===== src/rtl/nn_input_feeder.sv =====
// Row-pair FIFO that streams N rows into the 2x2 nn input lanes.
// Lane 2 lags lane 1 by one cycle to form the systolic input diagonal.
module nn_input_feeder #(
  parameter int DATA_W = 16,
  parameter int DEPTH  = 8,
  parameter int CNT_W  = $clog2(DEPTH+1)
) (
  input  logic              clk,
  input  logic              rst,
  input  logic              wr_valid,
  output logic              wr_ready,
  input  logic [DATA_W-1:0] wr_data_1,
  input  logic [DATA_W-1:0] wr_data_2,
  input  logic              start,
  input  logic [CNT_W-1:0]  num_rows,
  output logic [DATA_W-1:0] feed_data_1,
  output logic              feed_valid_1,
  output logic [DATA_W-1:0] feed_data_2,
  output logic              feed_valid_2,
  output logic              busy,
  output logic              done,
  output logic              underflow,
  output logic [CNT_W-1:0]  occupancy
);
  localparam int PTR_W = (DEPTH > 1) ? $clog2(DEPTH) : 1;

  typedef enum logic [1:0] {IDLE, FEED, DRAIN} state_t;

  state_t             state_q, state_d;
  logic [PTR_W-1:0]   wr_ptr_q, wr_ptr_d, rd_ptr_q, rd_ptr_d;
  logic [CNT_W-1:0]   occ_q, occ_d, rem_q, rem_d;
  logic [DATA_W-1:0]  mem1_q [DEPTH];
  logic [DATA_W-1:0]  mem2_q [DEPTH];
  logic               push, pop, done_d, uf_d;
  logic               fv1_q, skew_v_q, fv2_q, done_q, uf_q;
  logic [DATA_W-1:0]  fd1_q, skew_q, fd2_q;

  function automatic logic [PTR_W-1:0] ptr_inc(input logic [PTR_W-1:0] p);
    return (p == PTR_W'(DEPTH-1)) ? '0 : p + PTR_W'(1);
  endfunction

  // Full blocks writes even if a pop happens in the same cycle.
  assign wr_ready = (occ_q < CNT_W'(DEPTH));
  assign push     = wr_valid & wr_ready;

  // rem_q counts rows still to pop; row 0 is popped on the accepting edge.
  always_comb begin
    state_d = state_q;
    rem_d   = rem_q;
    pop     = 1'b0;
    done_d  = 1'b0;
    uf_d    = 1'b0;
    case (state_q)
      IDLE: if (start) begin
        if (num_rows == '0)        done_d = 1'b1;
        else if (num_rows > occ_q) uf_d   = 1'b1;
        else begin
          pop     = 1'b1;
          rem_d   = num_rows - CNT_W'(1);
          state_d = FEED;
        end
      end
      FEED: if (rem_q != '0) begin
        pop   = 1'b1;
        rem_d = rem_q - CNT_W'(1);
      end else begin
        state_d = DRAIN;
      end
      DRAIN: begin
        state_d = IDLE;
        done_d  = 1'b1;
      end
      default: state_d = IDLE;
    endcase
  end

  always_comb begin
    wr_ptr_d = push ? ptr_inc(wr_ptr_q) : wr_ptr_q;
    rd_ptr_d = pop  ? ptr_inc(rd_ptr_q) : rd_ptr_q;
    occ_d    = occ_q;
    case ({push, pop})
      2'b10:   occ_d = occ_q + CNT_W'(1);
      2'b01:   occ_d = occ_q - CNT_W'(1);
      default: occ_d = occ_q;
    endcase
  end

  always_ff @(posedge clk) begin
    if (push) begin
      mem1_q[wr_ptr_q] <= wr_data_1;
      mem2_q[wr_ptr_q] <= wr_data_2;
    end
  end

  always_ff @(posedge clk or posedge rst) begin
    if (rst) begin
      state_q  <= IDLE;
      wr_ptr_q <= '0;
      rd_ptr_q <= '0;
      occ_q    <= '0;
      rem_q    <= '0;
      fv1_q    <= 1'b0;
      fd1_q    <= '0;
      skew_v_q <= 1'b0;
      skew_q   <= '0;
      fv2_q    <= 1'b0;
      fd2_q    <= '0;
      done_q   <= 1'b0;
      uf_q     <= 1'b0;
    end else begin
      state_q  <= state_d;
      wr_ptr_q <= wr_ptr_d;
      rd_ptr_q <= rd_ptr_d;
      occ_q    <= occ_d;
      rem_q    <= rem_d;
      fv1_q    <= pop;
      fd1_q    <= pop ? mem1_q[rd_ptr_q] : '0;
      // x2 waits one extra cycle in the skew register
      skew_v_q <= pop;
      skew_q   <= pop ? mem2_q[rd_ptr_q] : '0;
      fv2_q    <= skew_v_q;
      fd2_q    <= skew_v_q ? skew_q : '0;
      done_q   <= done_d;
      uf_q     <= uf_d;
    end
  end

  assign feed_valid_1 = fv1_q;
  assign feed_data_1  = fd1_q;
  assign feed_valid_2 = fv2_q;
  assign feed_data_2  = fd2_q;
  assign busy         = (state_q != IDLE);
  assign done         = done_q;
  assign underflow    = uf_q;
  assign occupancy    = occ_q;

endmodule

===== config.mk =====
export PLATFORM = sky130hd
export DESIGN_NAME = nn_input_feeder
export DESIGN_NICKNAME = d
export VERILOG_FILES = /design/src/rtl/nn_input_feeder.sv
export SDC_FILE = /design/constraint.sdc
export NUM_CORES = 1
export LEC_CHECK = 0
export CAP_MARGIN = 20
export CORE_AREA = 2 2 157 159
export CTS_CLUSTER_SIZE = 10
export DETAILED_ROUTE_END_ITERATION = 10
export DIE_AREA = 0 0 159 161
export PLACE_DENSITY = 0.79
export SYNTH_ARGS = -nofsm -noshare
export SYNTH_HDL_FRONTEND = slang
export SYNTH_SLANG_ARGS = --single-unit

===== constraint.sdc =====
create_clock -name clk -period 5.5 [get_ports clk]
set_input_delay 1.1 -clock clk [delete_from_list [all_inputs] [get_ports clk]]
set_output_delay 1.1 -clock clk [all_outputs]
set_load 0.02 [all_outputs]

---- Yosys cells after proc, flatten, opt, wreduce, memory -nomap -nowiden ----
Memories as Yosys holds them, arrays and structs flattened.
Cells that the tools add are included.
word-level totals
  register bits after elaboration ......... 68
  bits in latches ......................... 0
  memory bits (writable) .................. 256
  ROM bits ................................ 0
  input port bits ......................... 40
  output and inout port bits .............. 42
  logic and storage cells ................. 72
  memories kept ........................... 2
operators by class
  add/sub/neg operators ................... 6
  multipliers ............................. 0
  divide/modulo/power cells ............... 0
  order comparisons ....................... 2
  equal/unequal tests ..................... 11
  shift-type cells ........................ 0
  multiplexer cells ....................... 30
  bitwise operators ....................... 1
  reduce and logical (&&, ||, !) cells .... 8
memories
  memory  depth  width  rd ports  clocked after memory_dff  wr ports  line  RTL
  mem1_q  8      16     1         0                         1         32    logic [DATA_W-1:0] mem1_q [DEPTH];
  mem2_q  8      16     1         0                         1         33    logic [DATA_W-1:0] mem2_q [DEPTH];
operators by type and width
  operator                                             number
  2-to-1 mux 16 bit                                    3
  2-to-1 mux 4 bit                                     4
  case mux 4 bit (2 select lines)                      2
  2-to-1 mux 1 bit                                     12
  subtractor 4 x 1 -> 4 bit, second input constant     3
  inequality test 2 bit, second input constant         5
  2-to-1 mux 2 bit                                     4
  adder 3 x 1 -> 3 bit, second input constant          2
  equality test 3 bit, second input constant           2
  2-to-1 mux 3 bit                                     2
  nonzero test 2 bit                                   3
  AND reduction 5 bit                                  1
  adder 4 x 1 -> 4 bit, second input constant          1
  equality test 2 x 1 -> 1 bit, second input constant  2
  equality test 2 bit, second input constant           2
  greater-than comparator 4 bit                        1
  zero test 4 bit                                      1
  < comparator 4 bit, second input constant            1
  case mux 1 bit (2 select lines)                      2
  case mux 2 bit (2 select lines)                      1
  AND reduction 4 bit                                  1
  nonzero test 4 bit                                   1
  zero test 2 bit                                      1
  bitwise AND 1 bit                                    1

---- Depth between registers and ports, before layout ----
Gate-level depths: netlist of run 1.
  depth after elaboration ................. 7
  mapped depth ............................ 14
  gate-level depth less buffers ........... 13

---- Least setup slack after synthesis of run 1 ----
No wires, ideal clock.
  path kind ............................... input to register
  from .................................... input wr_valid
  to ...................................... memory mem1_q[4][0], enable pin
  arrival time ............................ 5.011 ns
  required time ........................... 4.987 ns
  path slack .............................. -0.024 ns
  cell stages on the path ................. 3
  cell sequence ........................... nor2b_1 > clkinv_1 > nor4b_1
on the way
  longest elaborated chain between the ends .. 3
ends and longest elaborated chain
  item                                    line  RTL
  start, declared                         10    input logic wr_valid,
  bitwise AND 1 bit                       44    assign push = wr_valid & wr_ready;
  2-to-1 mux 1 bit                        89    if (push) begin
  2-to-1 mux 1 bit (implied by the code)  90    mem1_q[wr_ptr_q] <= wr_data_1;
  end, declared                           32
No other way between the ends.

---- Final worst setup path of run 1 ----
  from .................................... input num_rows[1]
  to ...................................... register occ_q[2] (netlist: occupancy[2])
on the way
  longest elaborated chain between the ends .. 7
  elaborated cells between the ends (all ways) .. 10
  classes of those cells .................. order compare (1); eq/ne (2); mux (5); reduce/logical (2)
ends and longest elaborated chain
  item                                                                          line  RTL
  start, declared                                                               15    input logic [CNT_W-1:0] num_rows,
  greater-than comparator 4 bit                                                 56    else if (num_rows > occ_q) uf_d = 1'b1;
  2-to-1 mux 1 bit                                                              56
  2-to-1 mux 1 bit (*)                                                          55    if (num_rows == '0) done_d = 1'b1;
  2-to-1 mux 1 bit (*)                                                          54    IDLE: if (start) begin
  case mux 1 bit (2 select lines) (*)                                           53    case (state_q)
  named net pop                                                                 34    logic push, pop, done_d, uf_d;
  equality test 2 x 1 -> 1 bit / equality test 2 bit (equally long branches)    81    case ({push, pop})
  case mux 4 bit (2 select lines) / nonzero test 2 bit (equally long branches)  --
  end signal, assigned                                                          100   occ_q <= '0;
  end signal, assigned                                                          114   occ_q <= occ_d;
  end, declared                                                                 31    logic [CNT_W-1:0] occ_q, occ_d, rem_q, rem_d;
Mark *: on every way through the listed nets, which the timed path passes. The rest lies on a longest branch.
A chain may end at the register's enable or synchronous reset.

==> run metrics, run 1 <==
status completed; Seq cells post-synth 324; Tcrit/Tclk final 0.704; worst slew pin tran 0.739 ns; Row Count 57; final setup fails 0; CP Cell Sequence clkdlybuf4s50_1 > or4_4 > nand4b_1 > o211a_4 > inv_1 > ha_1 > xor2_1 > ha_1 > a21oi_1 > xor2_1 > nor2_1 > xnor2_1; Starting Density 0.511; Clk Latency, worst-skew pair 0.52 ns; via count 5954; crit path capture occupancy[2]; drt wl/cell 21.7 um; syn nets 654; Post-CTS Setup Bufs 0; Hold Slack 0.455 ns; r2r startpoint occupancy[1]; fmax 258 MHz; cells resized by post-CTS repair 0; reg-to-reg setup timing slack 2.28 ns; critical path depth 12; reg2reg end occupancy[2]; YS warnings 0; maximum VDD drop 309 uV; GRT Overall Usage 0.186; Post-route DRC 0; worst rel slew slack 0.507; Worst Path Required 5.89 ns; Antenna Cells 0; Final ANT Viol Nets 0; final WL 23.1 mm; CTS Root Cell clkbuf_16; DRT Pass-1 Iters 5; Inserted Clock Buffers 38; Cells after Synth between 600 and 700; vias per cell 5.61; clk sink count 324; clk_skew 0.0174 ns; synth unique cells 43; post-synthesis sequential area ratio 0.767; RSZ-0062 raised after global routing no; P per Cell Area 532 nW/um^2; initial antenna violation count 1; slowest stage cell on the critical path or4_4; Max FO, Critical Path 41; CP arrival 4.26 ns; Chip Width 159 um; Hold Violations, Final 0; Post-CTS Hold Buffers 0; WP buf/inv 2; final-report max-slew violation count 0; IO Pins between 80 and 90; grt ovf 0; core area between 20000 and 25000 sq um; Die Ht 161 um; Startpoint Class input pin; first-pass GRT wire length 36.4 mm; Syn Area/Cell 20.3 sq um; Reg clk slew, reported paths 0.05 ns; Leak Pwr 0.00513 uW; Final min period roughly 3.9 ns; # H-tree levels 2; Setup TNS Final 0 ns; DPL Wire Length 12.5 mm; post-synthesis cell area ~12000 sq um; worst reg-to-reg path cell count 13; placer congestion estimate 0.826; layout cell share with drive strength beyond 1 0.185; final layout net count between 700 and 800; reported max-cap violation count 0; kind of critical path input pin to flop; largest net degree at the start of global routing between 40 and 50; clock buffer depth 3; max incr delay on CP 0.60 ns; HP Class flop to flop; largest delay contributor family on the critical path simple AND/OR/NAND/NOR gates; Crit. Startpoint num_rows[1]; DRT iter0 DRCs 436; Buffers on Ports around 80; CTS tree yes; P&R area growth vs syn 19.4%; Worst setup EP type flop; Die Area between 20000 and 30000 sq um; vias in the first global route 6466
## logic make-up (layout without fill, tap and decap cells)
logic type / count (synthesis) / after routing / share of synthesized area
fa+ha+maj: 12 / 12 / 0.0123
buf+inv: 36 / 171 / 0.0142
mux: 101 / 101 / 0.148
xor+xnor: 5 / 5 / 0.00358
simple gates: 103 / 103 / 0.0424
compound gates: 21 / 21 / 0.0117
flops: 324 / 324 / 0.767
## placed cells by master, fill, tap and decap left out, types with 5 or more instances in the layout
cell type / n
o21ai_0: 5
ha_1: 12
dfrtp_1: 65
clkbuf_1: 26
clkdlybuf4s50_1: 81
nor2_1: 43
mux4_2: 64
buf_4: 10
inv_1: 8
clkbuf_16: 39
a21oi_1: 7
edfxtp_1: 256
nand2_1: 13
and2_1: 16
mux2i_1: 34
## report_power, final
part | switching, uW | internal, uW
clock | 908 | 1330
combinational | 1090 | 1080
sequential | 313 | 3060
total | 2310 | 5470
## worst register-to-register path, cell delays in order, from the launching register on
cell and delay [ns]:
dfrtp_1 0.48, inv_1 0.11, ha_1 0.31, nand2b_1 0.06, a21oi_1 0.20, o211a_4 0.58, inv_1 0.19, ha_1 0.31
xor2_1 0.18, ha_1 0.20, a21oi_1 0.15, xor2_1 0.15, nor2_1 0.06, xnor2_1 0.13
## synthesized netlist by cell type
master    instances  share of area
inv_1             9         0.0028
o21ai_0           5         0.0020
and3b_1           1        0.00072
mux2_2            3         0.0028
or4_1             1        0.00061
or4_4             1        0.00092
ha_1             12          0.012
buf_1             4         0.0012
and3_1            2         0.0010
o211a_4           1         0.0014
mux4_2           64           0.12
a221oi_1          1        0.00072
and2_1           16         0.0082
o211a_1           1        0.00082
xor2_1            2         0.0014
clkbuf_1         10         0.0031
xnor2_1           3         0.0021
o31ai_1           2         0.0012
a21o_1            2         0.0012
a211oi_1          1        0.00061
or3_1             1        0.00051
buf_4             2         0.0012
nand4_1           2         0.0010
nor3b_1           3         0.0018
nor2b_1           2         0.0010
nor2_1           44          0.013
dfrtp_1          68           0.14
nor3_1            4         0.0016
nand4b_1          1        0.00072
nor4b_1           2         0.0014
nand3b_1          1        0.00061
edfxtp_1        256           0.63
mux2i_1          34          0.028
a211o_1           1        0.00072
clkinv_1          1        0.00031
nand2_1          13         0.0040
buf_6             3         0.0028
buf_2             7         0.0029
nand3_1           2        0.00082
nand2b_1          3         0.0015
nor3_2            1        0.00082
a21oi_1           7         0.0029
nor4_1            3         0.0015
## cell type report
class | count | area [sq um]
inverter | 10 | 38.8
sequential | 324 | 9400
multi-input combinational | 242 | 2730
tap | 324 | 405
clock inverter | 3 | 37.5
clock buffer | 65 | 1070
timing repair buffer | 93 | 933
fill | 1653 | 9350
## flip-flops by register name (all words and copies together), names as in the netlist
name / count
mem1_q: 128
feed_data_1: 16
skew_v_q: 1
occupancy: 4
skew_q: 16
feed_valid_2: 1
state_q: 2
underflow: 1
feed_data_2: 16
rem_q: 4
mem2_q: 128
wr_ptr_q: 3
rd_ptr_q: 3
done: 1
## metal layers
metal | track usage | up-vias | wire (um)
met2 | 0.318 | 221 | 11900
li1 | - | 2592 | -
met1 | 0.237 | 3094 | 9040
met5 | 0 | - | 13
met4 | 0.0702 | 2 | 500
met3 | 0.0416 | 45 | 1630
## per-stage QoR
| step | instance area, sq um | worst slack, ns | total power, uW | util | std cells |
|---|---|---|---|---|---|
| final | 14600 | 1.63 | 7780 | 0.610 | 1061 |
| after global routing | 14600 | 1.45 | 8160 | 0.610 | 1061 |
| after CTS | 14600 | 1.63 | 7850 | 0.608 | 1059 |
| after detailed placement | 13500 | 1.11 | 5590 | 0.561 | 991 |
| after global placement | 13500 | 1.27 | 5490 | 0.561 | 991 |
| after floorplan | 12200 | 0.271 | 4880 | - | 602 |
## worst min-delay path by stage
stage	start	to	cells after the start
finish	skew_q[2]	feed_data_2[2]	1
global route	skew_q[5]	feed_data_2[5]	1
CTS	skew_q[2]	feed_data_2[2]	1
detailed placement	skew_q[5]	feed_data_2[5]	1
global placement	skew_q[11]	feed_data_2[11]	1
floorplan	skew_q[0]	feed_data_2[0]	1
No activity file was read; power rests on OpenSTA's default activity.
==> inputs of run 2 (changes only) <==
--- a/config.mk
+++ b/config.mk
@@ -10,7 +10,7 @@
 export CTS_CLUSTER_SIZE = 10
 export DETAILED_ROUTE_END_ITERATION = 10
 export DIE_AREA = 0 0 159 161
-export PLACE_DENSITY = 0.79
+export PLACE_DENSITY = 0.82
 export SYNTH_ARGS = -nofsm -noshare
 export SYNTH_HDL_FRONTEND = slang
 export SYNTH_SLANG_ARGS = --single-unit
==> constraint.sdc (replaced) <==
create_clock -name clk -period 3.3 [get_ports clk]
set_input_delay 0.66 -clock clk [delete_from_list [all_inputs] [get_ports clk]]
set_output_delay 0.66 -clock clk [all_outputs]
set_load 0.02 [all_outputs]
==> run metrics, run 2 (synthesis results as in run 1) <==
worst rel slew slack 0.363; initial antenna violation count 0; P per Cell Area 886 nW/um^2; most frequent cells in the layout edfxtp_1, clkdlybuf4s50_1, dfrtp_1; HP Class input pin to async pin; top flop regs mem1_q: 128 flops, mem2_q: 128 flops; Reg clk slew, reported paths roughly 0.06 ns; Die Area 25600 sq um; kind of critical path input pin to flop; Clk Latency, worst-skew pair 0.51 ns; placer congestion estimate 0.813; CTS Root Cell clkbuf_16; Setup TNS Final 0 ns; DRT Pass-1 Iters 4; vias per cell 5.62; Row Count 57; largest net degree at the start of global routing slightly below 70; DPL Wire Length 13.1 mm; core area 24000 sq um; clk sink count 324; final setup fails 0; commonest non-fill, non-tap cell in the layout edfxtp_1; worst slew pin tran 0.955 ns; Max FO, Critical Path 4; clock buffer depth 3; Startpoint Class input pin; via count 6017; Post-route DRC 0; final-report max-slew violation count 0; Final min period 2.83 ns; final WL 23.6 mm; clk_skew 0.0130 ns; Worst setup EP type flop; first-pass GRT wire length 37.5 mm; drt wl/cell 22.0 um; Buffers on Ports about 80; final core utilization 0.617; Inserted Clock Buffers 38; vias in the first global route 6506; # H-tree levels 2; cells resized by post-CTS repair 0; Post-CTS Setup Bufs 0; Tcrit/Tclk final 0.857; RSZ-0062 raised after global routing no; fmax 354 MHz; GRT Overall Usage 0.191; final layout net count 772; Antenna Cells 0; reported max-cap violation count 0; P&R area growth vs syn 20.8%; Worst Path Required 3.69 ns; Starting Density 0.511; CTS tree yes; maximum VDD drop 665 uV; Hold Violations, Final 0; grt ovf 0; Leak Pwr around 0.0052 uW; Post-CTS Hold Buffers 0; Die Ht 161 um; Final ANT Viol Nets 0; DRT iter0 DRCs 628; status completed; Total Power 13100 uW; CP arrival around 3.2 ns; IO Pins 82; layout cell share with drive strength beyond 1 0.197; Chip Width 159 um
-- run 2: changes by cell type in the layout (fill, tap and decap cells not counted), sizes merged --
cell and delta:
buf +11, clkbuf +1, clkinv -1, inv -1
-- run 2: report_power, final --
part,leakage [uW],switching (uW),internal (uW)
combinational,0.00150,1780,1900
sequential,0.00317,611,5090
clock,0.000529,1470,2240
total,0.00520,3860,9230
-- run 2: path summary, 6_finish.rpt --
| kind | end | slack (ns) | from | cells after the start |
|---|---|---|---|---|
| worst max-delay path | occupancy[2] | 0.47 | num_rows[1] | 12 |
| max in group asynchronous | rd_ptr_q[2] | 2.39 | rst | 3 |
| worst max register to register | occupancy[2] | 0.67 | occupancy[1] | 13 |
| worst min-delay path | feed_data_2[12] | 0.32 | rst | 2 |
| worst min register to register | feed_data_2[0] | 0.45 | skew_q[0] | 1 |
| min in group clk | feed_data_2[0] | 0.45 | skew_q[0] | 1 |
-- run 2: layout make-up --
type / instances / area, sq um
Clock inverter: 1 / 8.76
Sequential cell: 324 / 9400
Multi-Input combinational cell: 242 / 2730
Fill cell: 1651 / 9190
Clock buffer: 66 / 1100
Tap cell: 324 / 405
Inverter: 10 / 38.8
Timing Repair Buffer: 104 / 1100
-- run 2: metal layers --
metal,vias up,track usage,wire [um]
li1,2621,-,-
met1,3110,0.252,9220
met2,238,0.331,12300
met3,48,0.0365,1540
met4,0,0.0550,531
met5,-,0,0
-- run 2: metrics by stage --
stage	instance area, sq um	setup slack [ns]	instances	hold slack [ns]
3_3_place_gp	13700	0.177	1004	0.438
5_1_grt	14800	0.302	1071	0.316
3_5_place_dp	13700	-0.0243	1004	0.443
4_1_cts	14800	0.491	1071	0.308
6_report	14800	0.471	1071	0.318
2_1_floorplan	12200	-0.652	602	0.434
-- run 2: worst max-delay path, stage by stage --
cell and delay (ns):
clkdlybuf4s50_1 0.46, or4_4 0.59, nand4b_1 0.15, o211a_4 0.17
inv_1 0.08, ha_1 0.22, xor2_1 0.15, ha_1 0.18
a21oi_1 0.19, xor2_1 0.19, nor2_1 0.07, xnor2_1 0.12
==> inputs of run 3 (changes only) <==
--- a/config.mk
+++ b/config.mk
@@ -7,7 +7,7 @@
 export LEC_CHECK = 0
 export CAP_MARGIN = 20
 export CORE_AREA = 2 2 157 159
-export CTS_CLUSTER_SIZE = 10
+export CTS_BUF_LIST = sky130_fd_sc_hd__clkbuf_4 sky130_fd_sc_hd__clkbuf_8 sky130_fd_sc_hd__clkbuf_16
 export DETAILED_ROUTE_END_ITERATION = 10
 export DIE_AREA = 0 0 159 161
 export PLACE_DENSITY = 0.82
==> run metrics, run 3 (synthesis results as in run 1) <==
status completed; Die Ht 161 um; CP arrival 3.21 ns; # H-tree levels 1; DRT Pass-1 Iters 5; worst reg-to-reg path cell count 13; Post-CTS Setup Bufs 0; GRT Overall Usage 0.187; clock buffer depth 3; reported max-cap violation count 0; IO Pins 82; via count 5829; largest net degree at the start of global routing 68; pre-CTS WS -0.0243 ns; final setup fails 0; Reg clk slew, reported paths 0.06 ns; final-layout fill cell count 1653; RSZ-0062 raised after global routing no; CTS tree yes; Buffers on Ports 81; final layout net count 765; top flop regs mem1_q: 128 flops, mem2_q: 128 flops; placer congestion estimate between 0.8 and 0.9; worst rel slew slack 0.382; DPL Wire Length roughly 13 mm; vias in the first global route about 6.4k; placed insts 1004; HP Class input pin to async pin; clk_skew 0.0224 ns; maximum VDD drop 525 uV; final core utilization 0.615; r2r startpoint occupancy[1]; CTS Root Cell clkbuf_16; fmax 360 MHz; most frequent cells in the layout edfxtp_1, clkdlybuf4s50_1, dfrtp_1; reg-to-reg setup timing slack 0.67 ns; Clk Latency, worst-skew pair 0.57 ns; cells resized by post-CTS repair 0; Die Area between 20000 and 30000 sq um; Inserted Clock Buffers 31; Starting Density 0.511; final WL 23.3 mm; vias per cell 5.49; Worst Path Required between 3 and 4 ns; Leak Pwr 0.00520 uW; Hold Violations, Final 0; core area around 24000 sq um; Post-CTS Hold Buffers 0; grt ovf 0; commonest non-fill, non-tap cell in the layout edfxtp_1; Total Power 13000 uW; final worst setup slack approximately 0.52 ns; Max FO, Critical Path 4; Worst setup EP type flop; Tcrit/Tclk final 0.841; layout cell share with drive strength beyond 1 0.218; Final min period between 2 and 3 ns; clk sink count roughly 320; P&R area growth vs syn 20.4%; kind of critical path input pin to flop; final-report max-slew violation count 0; drt wl/cell 21.9 um; Chip Width approximately 160 um; first-pass GRT wire length 36.6 mm; Final Non-Filler Cells roughly 1.1k; Final ANT Viol Nets 0; reg2reg end occupancy[2]; initial antenna violation count 0; Row Count 57; Antenna Cells 0; P per Cell Area 879 nW/um^2; DRT iter0 DRCs 566; Post-route DRC 0; Startpoint Class input pin; worst slew pin tran between 0.9 and 1 ns; Hold Slack roughly 0.27 ns
## run 3: power by group
part	internal (uW)	total, uW	switching, uW
Clock	2150	3600	1450
Sequential	5090	5690	605
Combinational	1900	3660	1770
## run 3: worst max-delay path: stages
cell and delay (ns):
clkdlybuf4s50_1 0.46, or4_4 0.58, nand4b_1 0.15, o211a_4 0.17, inv_1 0.07, ha_1 0.21
xor2_1 0.15, ha_1 0.18, a21oi_1 0.19, xor2_1 0.19, nor2_1 0.07, xnor2_1 0.12
## run 3: final cells by class
type | count | area, sq um | share of cell area
sequential | 324 | 9400 | 0.638
multi-input combinational | 242 | 2730 | 0.186
inverter | 10 | 38.8 | 0.00263
tap | 324 | 405 | 0.0275
clock buffer | 40 | 862 | 0.0585
timing repair buffer | 104 | 1100 | 0.0744
clock inverter | 18 | 196 | 0.0133
## run 3: stage by stage
step,cell area (sq um),TNS [ns]
finish,14700,0
global route,14700,0
CTS,14700,0
detailed placement,13700,-0.0243
global placement,13700,0
floorplan,12200,-98.35
## run 3: how the worst max path moves through the flow
stage	from	endpoint	slack (ns)	cells after the start
after floorplan	wr_valid	mem1_q[3][0]	-0.65	3
after global placement	num_rows[0]	occupancy[2]	0.18	14
after detailed placement	num_rows[1]	occupancy[2]	-0.02	12
after CTS	num_rows[1]	occupancy[2]	0.55	12
after global routing	num_rows[0]	occupancy[2]	0.36	14
final	num_rows[1]	occupancy[2]	0.52	12
## run 3: metal layers
metal	GRT usage	vias up	wire [um]
met5	0	-	0
met4	0.0624	0	678
met3	0.0321	53	1640
met2	0.325	213	12300
met1	0.243	2965	8620
li1	-	2598	-
